`config.mk`:
```
export PLATFORM = sky130hd
export DESIGN_NAME = serial_calc
export DESIGN_NICKNAME = d
export VERILOG_FILES = /design/src/rtl/serial_calc_pkg.sv /design/src/rtl/serial_calc_slice.sv /design/src/rtl/serial_calc.sv
export SDC_FILE = /design/constraint.sdc
export NUM_CORES = 1
export LEC_CHECK = 0
export CAP_MARGIN = 30
export CELL_PAD_IN_SITES_DETAIL_PLACEMENT = 1
export CELL_PAD_IN_SITES_GLOBAL_PLACEMENT = 1
export CORE_AREA = 3 3 72 74
export DETAILED_ROUTE_END_ITERATION = 7
export DIE_AREA = 0 0 75 77
export GPL_TIMING_DRIVEN = 1
export PLACE_DENSITY = 0.9
export SLEW_MARGIN = 20
export SYNTH_ARGS = -nofsm -noshare
export SYNTH_HDL_FRONTEND = slang
export SYNTH_SLANG_ARGS = --single-unit
```
`constraint.sdc`:
```
create_clock -name clk -period 3.1 [get_ports clk]
set_input_delay 0.62 -clock clk [delete_from_list [all_inputs] [get_ports clk]]
set_output_delay 0.62 -clock clk [all_outputs]
set_load 0.01 [all_outputs]
```
`src/rtl/serial_calc_pkg.sv`:
```
// Shared encodings and sizing helpers for the bit-serial three-operand calculator.
package serial_calc_pkg;

   localparam logic [1:0] OP_ADD   = 2'b00;
   localparam logic [1:0] OP_NEG_A = 2'b01;
   localparam logic [1:0] OP_NEG_B = 2'b10;
   localparam logic [1:0] OP_NEG_C = 2'b11;

   localparam logic [1:0] IDLE  = 2'd0;
   localparam logic [1:0] SHIFT = 2'd1;
   localparam logic [1:0] DONE  = 2'd2;

   localparam int unsigned DEF_WIDTH = 8;

   function automatic int unsigned cnt_width(input int unsigned w);
      return (w < 2) ? 1 : $clog2(w);
   endfunction

endpackage

```
`src/rtl/serial_calc_slice.sv`:
```
// One-bit slice of a three-operand adder; the 2-bit carry covers sums up to 5.
module serial_calc_slice (
   input  logic       a_i,
   input  logic       b_i,
   input  logic       c_i,
   input  logic [1:0] carry,
   output logic       r_i,
   output logic [1:0] carry_next
);

   logic [2:0] t;

   always_comb begin
      t          = {2'b00, a_i} + {2'b00, b_i} + {2'b00, c_i} + {1'b0, carry};
      r_i        = t[0];
      carry_next = t[2:1];
   end

endmodule

```
`src/rtl/serial_calc.sv`:
```
// Bit-serial A/B/C add-with-one-negated calculator: one result bit per clock,
// valid/ready on both the request and the response side.
module serial_calc
   import serial_calc_pkg::*;
#(
   parameter int unsigned WIDTH = DEF_WIDTH
) (
   input  logic             clk,
   input  logic             rst_n,
   input  logic             in_valid,
   output logic             in_ready,
   input  logic [WIDTH-1:0] a,
   input  logic [WIDTH-1:0] b,
   input  logic [WIDTH-1:0] c,
   input  logic [1:0]       op,
   output logic             out_valid,
   input  logic             out_ready,
   output logic [WIDTH-1:0] res,
   output logic             c_out
);

   localparam int unsigned CW = cnt_width(WIDTH);
   localparam logic [CW-1:0] LAST = CW'(WIDTH - 1);

   logic [1:0]       state_q, state_d;
   logic [WIDTH-1:0] a_q, a_d, b_q, b_d, c_q, c_d, res_q, res_d;
   logic [1:0]       carry_q, carry_d;
   logic [CW-1:0]    cnt_q, cnt_d;
   logic             r_bit;
   logic [1:0]       carry_next;

   serial_calc_slice u_slice (
      .a_i        (a_q[0]),
      .b_i        (b_q[0]),
      .c_i        (c_q[0]),
      .carry      (carry_q),
      .r_i        (r_bit),
      .carry_next (carry_next)
   );

   always_comb begin
      state_d = state_q;
      a_d     = a_q;
      b_d     = b_q;
      c_d     = c_q;
      res_d   = res_q;
      carry_d = carry_q;
      cnt_d   = cnt_q;
      case (state_q)
         IDLE: begin
            if (in_valid) begin
               // Two's complement negation: invert here, the +1 rides in as initial carry.
               a_d     = (op == OP_NEG_A) ? ~a : a;
               b_d     = (op == OP_NEG_B) ? ~b : b;
               c_d     = (op == OP_NEG_C) ? ~c : c;
               carry_d = {1'b0, op != OP_ADD};
               cnt_d   = '0;
               state_d = SHIFT;
            end
         end
         SHIFT: begin
            a_d     = a_q >> 1;
            b_d     = b_q >> 1;
            c_d     = c_q >> 1;
            res_d   = {r_bit, res_q[WIDTH-1:1]};
            carry_d = carry_next;
            cnt_d   = cnt_q + 1'b1;
            if (cnt_q == LAST) state_d = DONE;
         end
         DONE: begin
            if (out_ready) state_d = IDLE;
         end
         default: state_d = IDLE;
      endcase
   end

   always_ff @(posedge clk or negedge rst_n) begin
      if (!rst_n) begin
         state_q <= IDLE;
         a_q     <= '0;
         b_q     <= '0;
         c_q     <= '0;
         res_q   <= '0;
         carry_q <= '0;
         cnt_q   <= '0;
      end else begin
         state_q <= state_d;
         a_q     <= a_d;
         b_q     <= b_d;
         c_q     <= c_d;
         res_q   <= res_d;
         carry_q <= carry_d;
         cnt_q   <= cnt_d;
      end
   end

   assign in_ready  = (state_q == IDLE);
   assign out_valid = (state_q == DONE);
   assign res       = res_q;
   // After the last bit the carry register holds S[WIDTH+1:WIDTH].
   assign c_out     = |carry_q;

endmodule

```
==> metrics.md <==
| Metric | Value |
|---|---|
| CTS Sinks | 39 |
| First-pass GRT wire length | 7380 um |
| CTS tree | yes |
| Pin count of the biggest net entering global routing | 40 |
| DRT Pass-1 Iters | 4 |
| Post-CTS Setup Bufs | 0 |
| Startpoint types | register |
| Layout cells sized above 1 | 8.26% |
| YS warnings | 0 |
| Fin. Hold Viols | 0 |
| Final period util | 68.8% |
| RePlAce Congestion | 0.773 |
| CP max stage cell | clkdlybuf4s50_1 |
| CP Max Fanout | 3 |
| Slowest stage delay, CP | 0.49 ns |
| Syn_area_per_cell | 10.6 um2 |
| Synthesized net count | 210 |
| Crit path cell chain | or2_2, clkdlybuf4s50_1 |
| Setup TNS | 0 ns |
| R2r startpoint | b_q[0] |
| Top-Level Pins | 41 |
| Kind of critical path | register to output port |
| Hold Buf Count CTS | 0 |
| Synthesized instance count | 175 |
| Largest area contributor in the netlist | dfrtp_1 |
| Compound-Gate Fraction of Synth Area | 18.3% |
| Total track usage | 16.4% |
| Peak VDD IR | 0.279 mV |
| DRC viols | 0 |
| Final WL | 4300 um |
| Initial antenna violation count | 0 |
| Outcome | completed |
| Worst Setup EP | c_out |
| Vias in the first global route | 1569 |
| Clock Latency Late Sink | 0.29 ns |
| Crit path arrival time | 1.51 ns |
| Dpl ws | 1.07 ns |
| Die height | 77 um |
| Capture point of the worst reg-to-reg path | carry_q[0] |
| Tightest Pin Transition | 0.694 ns |
| Vias/cell | 5.35 |
| Worst slew margin relative to its limit | 53.7% |
| CTS Buf Count | 5 |
| FMAX | 469 MHz |
| Post-synthesis sequential area ratio | 52.6% |
| Post-CTS Resized | 0 |
| Synth Area in Simple Gates | 9.44% |
| Reg2Reg Setup Slack | 1.10 ns |
| Clk_skew | 0.00849 ns |
| CORE AREA | 4660 um2 |
| Crit path from | carry_q[1] |
| Die Footprint | 5780 um2 |
| Max_cap viols | 0 |
| Clock slew seen by the registers of the worst setup and hold paths | 0.07 ns |
| Crit. path cell count | 2 |
| Power per cell area | 894 nW/um2 |
| Mux contribution to synthesized area | 0% |
| Synth area leaders | dfrtp_1, xnor2_1, nand2_1, a22oi_1, o21ai_0 |
| Lkg Pwr | 1.03 nW |
| Worst setup margin | 0.967 ns |
| Hold Path Class | input pin to async pin |
| Synthesized-area fraction occupied by adder cells | 4.18% |
| # rows | 25 |
| CP Buf/Inv Count | 1 |
| XOR/XNOR share of the synthesized area | 11.3% |
| Post-DP HPWL | 3070 um |
| Commonest cells after routing, fill and taps aside | dfrtp_1, clkdlybuf4s50_1, nand2_1 |
| CP Capture Type | output port |
| Reg2reg path depth | 5 |
| Slew Viols, Final | 0 |
| Port Buffers | 40 |
| GRT Residual Overflow | 0 |
| Synth Register Bits | 39 |
| Post-synth top area share | 52.6% |
| Max Buffers Root-to-Sink | 2 |
| Width of the chip | 75 um |
| Setup-failing EPs final | 0 |
| Final min period | 2.13 ns |
| Nets@finish | 252 |
| CP required | 2.48 ns |
| Wirelength per Cell | 15.8 um |
| RSZ-0062 raised after global routing | no |
| Post-Syn Area | 1860 um2 |
| Number of H-tree levels | 2 |
| Antenna fix cells | 0 |
| Main combinational cell family by area after synthesis | compound AO/OA/AOI/OAI gates |
| Layout Utilization | 51.8% |
| Starting density of the core | 39.8% |
| ANT nets after route | 0 |
| 1st-iter DRT viols | 43 |
| Netlist cell types | 28 |
| P&R area growth vs syn | 30.0% |
| CTS root buffer | clkbuf_8 |
| Crit-path leading delay family | buffers and inverters |
| Vias after detailed routing | 1456 |
==> stage by stage <==
stage | cells | instance area [um2] | total power [mW] | hold slack (ns)
2_1_floorplan | 175 | 1860 | 1.47 | 0.324
3_3_place_gp | 263 | 2280 | 1.72 | 0.459
3_5_place_dp | 263 | 2280 | 1.79 | 0.471
4_1_cts | 271 | 2380 | 2.18 | 0.462
5_1_grt | 272 | 2410 | 2.36 | 0.289
6_report | 272 | 2410 | 2.16 | 0.265
==> per-layer routing <==
metal  global-route usage, %  part of all wire, %
met5                       0                    0
met4                    4.27                 0.98
met3                    4.59                  4.1
met2                    26.4                   51
met1                    21.4                   44
==> cells in the mapped netlist <==
cell type	count
o31ai_1	1
nor2b_1	4
buf_4	3
a22o_1	4
clkbuf_1	1
nor2_2	1
o21bai_1	1
nand2b_1	1
or2_2	1
o21ai_0	18
clkbuf_2	1
o21ba_2	1
buf_6	2
nor3_1	1
and2_1	1
a22oi_1	14
buf_2	4
nor2_1	1
xnor2_1	16
a21oi_1	7
ha_1	3
dfrtp_1	39
o21ai_1	1
fa_1	2
o22ai_1	7
xor2_1	8
inv_1	1
nand2_1	31
==> logic make-up (layout without fill, tap and decap cells) <==
family          Yosys count  count (layout)
flops                    39              39
simple gates             41              41
buf+inv                  12              55
compound gates           54              54
fa+ha+maj                 5               5
xor+xnor                 24              24
==> worst min path at each step <==
stage	from	end	slack [ns]	depth (start not counted)
2_1_floorplan	rst_n	a_q[0]	0.32	0
3_3_place_gp	res[0]	res[0]	0.46	2
3_5_place_dp	res[0]	res[0]	0.47	2
4_1_cts	rst_n	res[2]	0.46	1
5_1_grt	rst_n	res[1]	0.29	1
6_report	rst_n	res[2]	0.27	1
==> power by group <==
part,internal (mW),switching [mW],total (mW)
Sequential,0.732,0.153,0.885
Combinational,0.435,0.464,0.899
Clock,0.203,0.169,0.372
==> registers in the layout (all words and copies together), names as in the netlist <==
name     count
res          8
state_q      2
cnt_q        3
b_q          8
a_q          8
carry_q      2
c_q          8
==> area by class of cell <==
| cell class | instances | area, um2 |
|---|---|---|
| Clock buffer | 8 | 100 |
| Fill cell | 533 | 2250 |
| Inverter | 1 | 3.75 |
| Multi-Input combinational cell | 124 | 805 |
| Sequential cell | 39 | 976 |
| Tap cell | 54 | 67.6 |
| Timing Repair Buffer | 46 | 460 |
(Power assumes the default switching activity.)
